<file path="config.mk">
export PLATFORM = sky130hd
export DESIGN_NAME = kairo_muldiv_ctrl
export DESIGN_NICKNAME = d
export VERILOG_FILES = /design/src/rtl/kairo_muldiv_pkg.sv /design/src/rtl/kairo_muldiv_ctrl_div_step.sv /design/src/rtl/kairo_muldiv_ctrl.sv
export SDC_FILE = /design/constraint.sdc
export NUM_CORES = 2
export LEC_CHECK = 0
export CORE_MARGIN = 5
export CORE_UTILIZATION = 55
export DETAILED_ROUTE_END_ITERATION = 7
export DONT_BUFFER_PORTS = 1
export PLACE_DENSITY = 0.68
export SYNTH_ARGS = -nofsm -noshare
export SYNTH_HDL_FRONTEND = slang
export SYNTH_SLANG_ARGS = --single-unit
</file>
<file path="constraint.sdc">
create_clock -name clk -period 27 [get_ports clk]
set_input_delay 2.7 -clock clk [delete_from_list [all_inputs] [get_ports clk]]
set_output_delay 2.7 -clock clk [all_outputs]
set_load 0.02 [all_outputs]
</file>
<file path="src/rtl/kairo_muldiv_pkg.sv">
// kairo_muldiv_pkg
//   Shared types and helpers for the RV32M multiply/divide sequencer.
//   - md_state_t : sequencer states (IDLE, MUL, DIV, FIX, DONE)
//   - md_op_t    : 3-bit encoding of the eight M-extension operations
//   - decode_op  : priority-encodes the decoder's one-hot op flags
package kairo_muldiv_pkg;

  localparam int unsigned XLEN_DEFAULT = 32;

  typedef enum logic [2:0] {
    ST_IDLE,
    ST_MUL,
    ST_DIV,
    ST_FIX,
    ST_DONE
  } md_state_t;

  typedef enum logic [2:0] {
    OP_MUL,
    OP_MULH,
    OP_MULHSU,
    OP_MULHU,
    OP_DIV,
    OP_DIVU,
    OP_REM,
    OP_REMU
  } md_op_t;

  // flags[7] = MUL ... flags[0] = REMU. Flags should be one-hot; if several
  // are set the earliest in RV32M order wins.
  function automatic md_op_t decode_op(input logic [7:0] flags);
    md_op_t op;
    if      (flags[7]) op = OP_MUL;
    else if (flags[6]) op = OP_MULH;
    else if (flags[5]) op = OP_MULHSU;
    else if (flags[4]) op = OP_MULHU;
    else if (flags[3]) op = OP_DIV;
    else if (flags[2]) op = OP_DIVU;
    else if (flags[1]) op = OP_REM;
    else               op = OP_REMU;
    return op;
  endfunction

  function automatic logic is_mul_op(input md_op_t op);
    return (op == OP_MUL) || (op == OP_MULH) || (op == OP_MULHSU) || (op == OP_MULHU);
  endfunction

  function automatic logic is_signed_div(input md_op_t op);
    return (op == OP_DIV) || (op == OP_REM);
  endfunction

endpackage

</file>
<file path="src/rtl/kairo_muldiv_ctrl_div_step.sv">
// kairo_muldiv_ctrl_div_step
//   One iteration of a radix-2 restoring divide (purely combinational).
//   Shifts the next dividend bit (MSB of quo_i) into the partial remainder,
//   trial-subtracts the divisor and shifts the resulting quotient bit into quo_o.
// Ports
//   rem_i     [XLEN:0]   partial remainder in
//   quo_i     [XLEN-1:0] remaining dividend bits / quotient bits so far
//   divisor_i [XLEN-1:0] divisor magnitude
//   rem_o     [XLEN:0]   partial remainder out
//   quo_o     [XLEN-1:0] shifted quotient with the new bit in the LSB
module kairo_div_step #(
  parameter int unsigned XLEN = 32
) (
  input  logic [XLEN:0]   rem_i,
  input  logic [XLEN-1:0] quo_i,
  input  logic [XLEN-1:0] divisor_i,
  output logic [XLEN:0]   rem_o,
  output logic [XLEN-1:0] quo_o
);

  logic [XLEN+1:0] shifted;
  logic [XLEN+1:0] diff;
  logic            fits;

  // One guard bit above the partial remainder lets the MSB of diff act as
  // the borrow of the trial subtraction.
  assign shifted = {rem_i, quo_i[XLEN-1]};
  assign diff    = shifted - {2'b00, divisor_i};
  assign fits    = ~diff[XLEN+1];

  assign rem_o = fits ? diff[XLEN:0] : shifted[XLEN:0];
  assign quo_o = {quo_i[XLEN-2:0], fits};

endmodule

</file>
<file path="src/rtl/kairo_muldiv_ctrl.sv">
// kairo_muldiv_ctrl
//   Sequencer for RV32M operations. Captures operands when an M op is
//   issued, runs a pipelined multiply or a bit-serial restoring divide, and
//   returns the result with a one-cycle ready pulse. Holds the execute stage
//   via stall_o while an op is in flight; kill_i aborts on a pipeline flush.
// Ports
//   clk, rst_n            clock, asynchronous active-low reset
//   start_i               issue strobe, only sampled while idle
//   inst_*_i              one-hot op flags from the decoder
//   rs1_i, rs2_i          dividend/multiplicand, divisor/multiplier
//   kill_i                abort the current op
//   stall_o               pipeline hold request
//   ready_o               one-cycle result-valid pulse
//   result_o              result, held until the next accepted op completes
module kairo_muldiv_ctrl
  import kairo_muldiv_pkg::*;
#(
  parameter int unsigned XLEN       = XLEN_DEFAULT,
  parameter int unsigned MUL_CYCLES = 2
) (
  input  logic            clk,
  input  logic            rst_n,
  input  logic            start_i,
  input  logic            inst_mul_i,
  input  logic            inst_mulh_i,
  input  logic            inst_mulhsu_i,
  input  logic            inst_mulhu_i,
  input  logic            inst_div_i,
  input  logic            inst_divu_i,
  input  logic            inst_rem_i,
  input  logic            inst_remu_i,
  input  logic [XLEN-1:0] rs1_i,
  input  logic [XLEN-1:0] rs2_i,
  input  logic            kill_i,
  output logic            stall_o,
  output logic            ready_o,
  output logic [XLEN-1:0] result_o
);

  localparam int unsigned CNT_MAX = (XLEN > MUL_CYCLES) ? XLEN : MUL_CYCLES;
  localparam int unsigned CW      = $clog2(CNT_MAX + 1);

  localparam logic [XLEN-1:0] INT_MIN = {1'b1, {(XLEN-1){1'b0}}};

  // State and datapath registers. quo_q/dvsr_q double as the raw multiply
  // operands; for divides they hold dividend/quotient and divisor magnitude.
  md_state_t       state_q, state_d;
  md_op_t          op_q, op_d;
  logic [CW-1:0]   cnt_q, cnt_d;
  logic [XLEN-1:0] quo_q, quo_d;
  logic [XLEN:0]   rem_q, rem_d;
  logic [XLEN-1:0] dvsr_q, dvsr_d;
  logic            negq_q, negq_d;
  logic            negr_q, negr_d;
  logic [XLEN-1:0] result_q, result_d;

  logic [7:0]      op_flags;
  md_op_t          new_op;
  logic            accept;
  logic            new_sgn;
  logic [XLEN-1:0] rs1_mag, rs2_mag;
  logic [XLEN:0]   step_rem;
  logic [XLEN-1:0] step_quo;
  logic [XLEN-1:0] done_val;

  assign op_flags = {inst_mul_i, inst_mulh_i, inst_mulhsu_i, inst_mulhu_i,
                     inst_div_i, inst_divu_i, inst_rem_i, inst_remu_i};
  assign new_op   = decode_op(op_flags);
  assign accept   = start_i && (state_q == ST_IDLE) && (|op_flags) && !kill_i;

  assign new_sgn  = is_signed_div(new_op);
  assign rs1_mag  = (new_sgn && rs1_i[XLEN-1]) ? -rs1_i : rs1_i;
  assign rs2_mag  = (new_sgn && rs2_i[XLEN-1]) ? -rs2_i : rs2_i;

  // --------------------------------------------------------------------
  // Multiplier: both operands extended to 2*XLEN per op signedness; the
  // 2*XLEN-bit wrap-around product of sign-extended values equals the exact
  // signed product. MUL_CYCLES-1 register stages follow for retiming.
  // --------------------------------------------------------------------
  logic            mul_a_sgn, mul_b_sgn;
  logic [2*XLEN-1:0] mul_a, mul_b, prod_c, prod_out;

  assign mul_a_sgn = (op_q == OP_MULH) || (op_q == OP_MULHSU);
  assign mul_b_sgn = (op_q == OP_MULH);
  assign mul_a     = {{XLEN{mul_a_sgn & quo_q[XLEN-1]}}, quo_q};
  assign mul_b     = {{XLEN{mul_b_sgn & dvsr_q[XLEN-1]}}, dvsr_q};
  assign prod_c    = mul_a * mul_b;

  if (MUL_CYCLES == 1) begin : g_no_pipe
    assign prod_out = prod_c;
  end else begin : g_pipe
    logic [2*XLEN-1:0] pipe_q [MUL_CYCLES-1];

    // NOTE: small pipeline registers are reset like all other state so the
    // block is fully deterministic out of reset; large memories would not be.
    always_ff @(posedge clk or negedge rst_n) begin
      if (!rst_n) begin
        for (int i = 0; i < MUL_CYCLES - 1; i++) pipe_q[i] <= '0;
      end else begin
        pipe_q[0] <= prod_c;
        for (int i = 1; i < MUL_CYCLES - 1; i++) pipe_q[i] <= pipe_q[i-1];
      end
    end

    assign prod_out = pipe_q[MUL_CYCLES-2];
  end

  // --------------------------------------------------------------------
  // Divider iteration
  // --------------------------------------------------------------------
  kairo_div_step #(.XLEN(XLEN)) u_div_step (
    .rem_i     (rem_q),
    .quo_i     (quo_q),
    .divisor_i (dvsr_q),
    .rem_o     (step_rem),
    .quo_o     (step_quo)
  );

  // Value presented during DONE; also latched into result_q on the way out.
  always_comb begin
    done_val = quo_q;
    case (op_q)
      OP_MUL:                        done_val = prod_out[XLEN-1:0];
      OP_MULH, OP_MULHSU, OP_MULHU:  done_val = prod_out[2*XLEN-1:XLEN];
      OP_DIV, OP_DIVU:               done_val = quo_q;
      default:                       done_val = rem_q[XLEN-1:0];
    endcase
  end

  // --------------------------------------------------------------------
  // Next-state and datapath
  // --------------------------------------------------------------------
  always_comb begin
    // NOTE: every variable gets a default before the case so no path leaves
    // it unassigned, which would otherwise infer a latch.
    state_d  = state_q;
    op_d     = op_q;
    cnt_d    = cnt_q;
    quo_d    = quo_q;
    rem_d    = rem_q;
    dvsr_d   = dvsr_q;
    negq_d   = negq_q;
    negr_d   = negr_q;
    result_d = result_q;

    case (state_q)
      ST_IDLE: begin
        if (accept) begin
          op_d = new_op;
          if (is_mul_op(new_op)) begin
            quo_d   = rs1_i;
            dvsr_d  = rs2_i;
            rem_d   = '0;
            negq_d  = 1'b0;
            negr_d  = 1'b0;
            cnt_d   = CW'(MUL_CYCLES - 1);
            state_d = (MUL_CYCLES == 1) ? ST_DONE : ST_MUL;
          end else if (rs2_i == '0) begin
            // Divide by zero: quotient all-ones, remainder is the dividend.
            quo_d   = '1;
            rem_d   = {1'b0, rs1_i};
            negq_d  = 1'b0;
            negr_d  = 1'b0;
            state_d = ST_DONE;
          end else if (new_sgn && (rs1_i == INT_MIN) && (rs2_i == '1)) begin
            // Signed overflow: quotient wraps to INT_MIN, remainder zero.
            quo_d   = INT_MIN;
            rem_d   = '0;
            negq_d  = 1'b0;
            negr_d  = 1'b0;
            state_d = ST_DONE;
          end else begin
            quo_d   = rs1_mag;
            dvsr_d  = rs2_mag;
            rem_d   = '0;
            negq_d  = new_sgn && (rs1_i[XLEN-1] ^ rs2_i[XLEN-1]);
            negr_d  = new_sgn && rs1_i[XLEN-1];
            cnt_d   = CW'(XLEN);
            state_d = ST_DIV;
          end
        end
      end

      ST_MUL: begin
        cnt_d = cnt_q - CW'(1);
        if (cnt_q == CW'(1)) state_d = ST_DONE;
      end

      ST_DIV: begin
        quo_d = step_quo;
        rem_d = step_rem;
        cnt_d = cnt_q - CW'(1);
        if (cnt_q == CW'(1)) state_d = ST_FIX;
      end

      ST_FIX: begin
        if (negq_q) quo_d = -quo_q;
        if (negr_q) rem_d = {1'b0, -rem_q[XLEN-1:0]};
        state_d = ST_DONE;
      end

      ST_DONE: begin
        result_d = done_val;
        state_d  = ST_IDLE;
      end

      default: state_d = ST_IDLE;
    endcase

    // A flush wins over any sequencing; DONE still retires its result.
    if (kill_i) state_d = ST_IDLE;
  end

  always_ff @(posedge clk or negedge rst_n) begin
    if (!rst_n) begin
      state_q  <= ST_IDLE;
      op_q     <= OP_MUL;
      cnt_q    <= '0;
      quo_q    <= '0;
      rem_q    <= '0;
      dvsr_q   <= '0;
      negq_q   <= 1'b0;
      negr_q   <= 1'b0;
      result_q <= '0;
    end else begin
      // NOTE: non-blocking assignments so every register samples the values
      // from before this edge, independent of statement order.
      state_q  <= state_d;
      op_q     <= op_d;
      cnt_q    <= cnt_d;
      quo_q    <= quo_d;
      rem_q    <= rem_d;
      dvsr_q   <= dvsr_d;
      negq_q   <= negq_d;
      negr_q   <= negr_d;
      result_q <= result_d;
    end
  end

  // --------------------------------------------------------------------
  // Outputs
  // --------------------------------------------------------------------
  assign stall_o  = accept || ((state_q != ST_IDLE) && (state_q != ST_DONE));
  assign ready_o  = (state_q == ST_DONE);
  assign result_o = ready_o ? done_val : result_q;

endmodule

</file>
==> out/results.ini <==
[die]
die_h_um = 314
die_area_um2 = 98400
coreArea_um2 = 91700
die_w_um = 314
rows = 111
initial_core_util = 0.553
io-pin-count = 110

[yosys]
yosysSeqAreaShare = 0.102
yosys_warnings = 0
synth_edf_count = 0
yosysUniqueCellTypes = 75
ys_ff_latch = 207
syn-num-nets = 7345
async_flop_share = 1.00
synth-main-ff-cell = dfrtp_1
synthCells = 5891
synth_area_um2 = 50700
syn_avg_cell_area_um2 = 8.61

[placed_design]
dp_hpwl_um = 132000
gp_congestion = 0.997
port_buffers = 0

[clocking]
post_cts_resized = 0
hold_buffers = 0
numCtsBuffers = 24
cts_root_buf = clkbuf_16
clock_latency_ps = 570
path_clk_slew_ps = 60
clock_path_buffers = 3
clock_sinks = 207
cts_tree = done
post_cts_buffers = 0
htree_levels = 1

[detailed_routing]
drt_iter0_drc = 4136
wire_per_inst_um = 24.6
vias = 41374
via_per_inst = 6.02
first_pass_iters = 6
drtAntennaViolNets = 0
routed_wl_um = 169000
drcViolationCount = 0

[setup_path]
crit_end = g_pipe.pipe_q[60]
path_max_fanout = 37
crit_required_ps = 27430
ff2ff_setup_slack_ps = 16150
crit_top_cell = fa_1
critical-path-slowest-cell = fa_1
slowest_delay_ps = 960
reg2reg_to = g_pipe.pipe_q[60]
r2r-start = op_q[1]
cp.arrival_ps = 11280
critical_path_class = register to register
crit_path_end_kind = register
startpoint_type = register
worst-r2r-cell-count = 29
critPathLaunch = op_q[1]

[finish]
multi_input_area_um2 = 39600
final_common_cell = inv_1
n_fill_cell = 8304
nNetsFinal = 7123
layout-drive-gt1-share = 0.0302
final_cell_mix = 1230 x inv_1, 1126 x fa_1, 978 x nand2_1
seq_area_um2 = 5180
area_growth_pct = 3.41

[timing]
hold_viol = 0
fin_crit_sh = 0.402
setup_viol = 0
slew_viol_final = 0
setup_tns_ps = 0
layout_min_cycle_time_ps = 10850
worst_pin_slew_ps = 1260
rsz0062_at_grt = no
fmax_ghz = 0.0921
worst_clock_skew_ps = 29.8
relSlewSlack = 0.151

[status]
status = finished clean

[grt]
grt_start_max_net_pins = 208
antenna_found_initial = 8
grt_pass1_vias = 42666
grt_usage = 0.347
gr-total-overflow = 0
grt_first_pass_wirelength_um = 260000

[worst_hold_path]
hold_path.class = register to register

[run]
cap_violations = 0

[synth_stat cells (all sizes together) (17+ instances only)]
cell       n  share of area
a21oi    187          0.019
a22oi     20         0.0030
xnor2    110          0.019
o221ai    17         0.0029
nor2     502          0.037
buf       75         0.0066
dfrtp    207           0.10
inv     1230          0.091
a211oi    23         0.0034
o21ai    173          0.017
o21a      18         0.0027
a21o      39         0.0058
nor3      57         0.0058
nor4      48         0.0063
a31oi     33         0.0041
ha       252          0.062
fa      1126           0.44
nand4     25         0.0031
xor2      67          0.012
nor2b     20         0.0025
nand2    980          0.073
mux2i     20         0.0039
nand3     36         0.0036
o31ai     54         0.0080
clkbuf   270          0.020
and2      40         0.0049
o22ai     55         0.0068
[how the worst min path moves through the flow]
stage | from | to | cells after the start
floorplan | cnt_q[5] | cnt_q[5] | 1
global placement | cnt_q[5] | cnt_q[5] | 1
detailed placement | cnt_q[5] | cnt_q[5] | 1
CTS | cnt_q[5] | cnt_q[5] | 1
global route | cnt_q[5] | cnt_q[5] | 1
finish | cnt_q[5] | cnt_q[5] | 1
[cells by family after synthesis]
group,count (synthesis),synth area share
AND/OR/NAND/NOR,1792,0.147
buffers and inverters,1591,0.119
flip-flops,207,0.102
AO/OA/AOI/OAI,723,0.0899
XOR/XNOR,177,0.0306
multiplexers,23,0.00469
adder cells (fa/ha/maj),1378,0.506
[registers in the layout, summed over array words and instances, names as in the netlist]
register,flops
cnt_q,6
dvsr_q,32
g_pipe.pipe_q,64
negq_q,1
negr_q,1
op_q,3
quo_q,32
rem_q,33
result_q,32
state_q,3
[critical path, delay by kind of cell (launching register included)]
| family | cells | cell delay (ps) |
|---|---|---|
| AOI/OAI and AO/OA | 8 | 2460 |
| xor gates and xnor gates | 1 | 710 |
| adders and majority gates | 9 | 5290 |
| buffers and inverters | 7 | 1520 |
| DFF | 1 | 360 |
| and+or+nand+nor | 4 | 380 |
[area by class of cell]
class,instances,share of cell area
timing repair buffer,97,0.0139
multi-input combinational,4093,0.754
clock buffer,31,0.0129
inverter,1246,0.0892
antenna,4,0.000191
sequential,207,0.0988
clock inverter,13,0.00270
tap,1186,0.0283
[layer usage]
metal / part of all wire / track usage
met3: 0.10 / 0.0849
met1: 0.37 / 0.446
met2: 0.46 / 0.553
met4: 0.070 / 0.176
met5: 0.00034 / 0
[per-stage QoR]
stage	cell area, um^2	hold slack (ps)	std cells	setup WS (ps)	utilization
CTS	52500	487	6873	16210	0.572
floorplan	50700	448	5891	18240	-
detailed placement	51600	479	6829	16260	0.563
global placement	51600	471	6829	16530	0.563
finish	52500	484	6877	16150	0.572
global route	52500	519	6873	15670	0.572
Power is not shown: default switching activity piles up to over one toggle a cycle in this logic, so the estimate is an artifact.
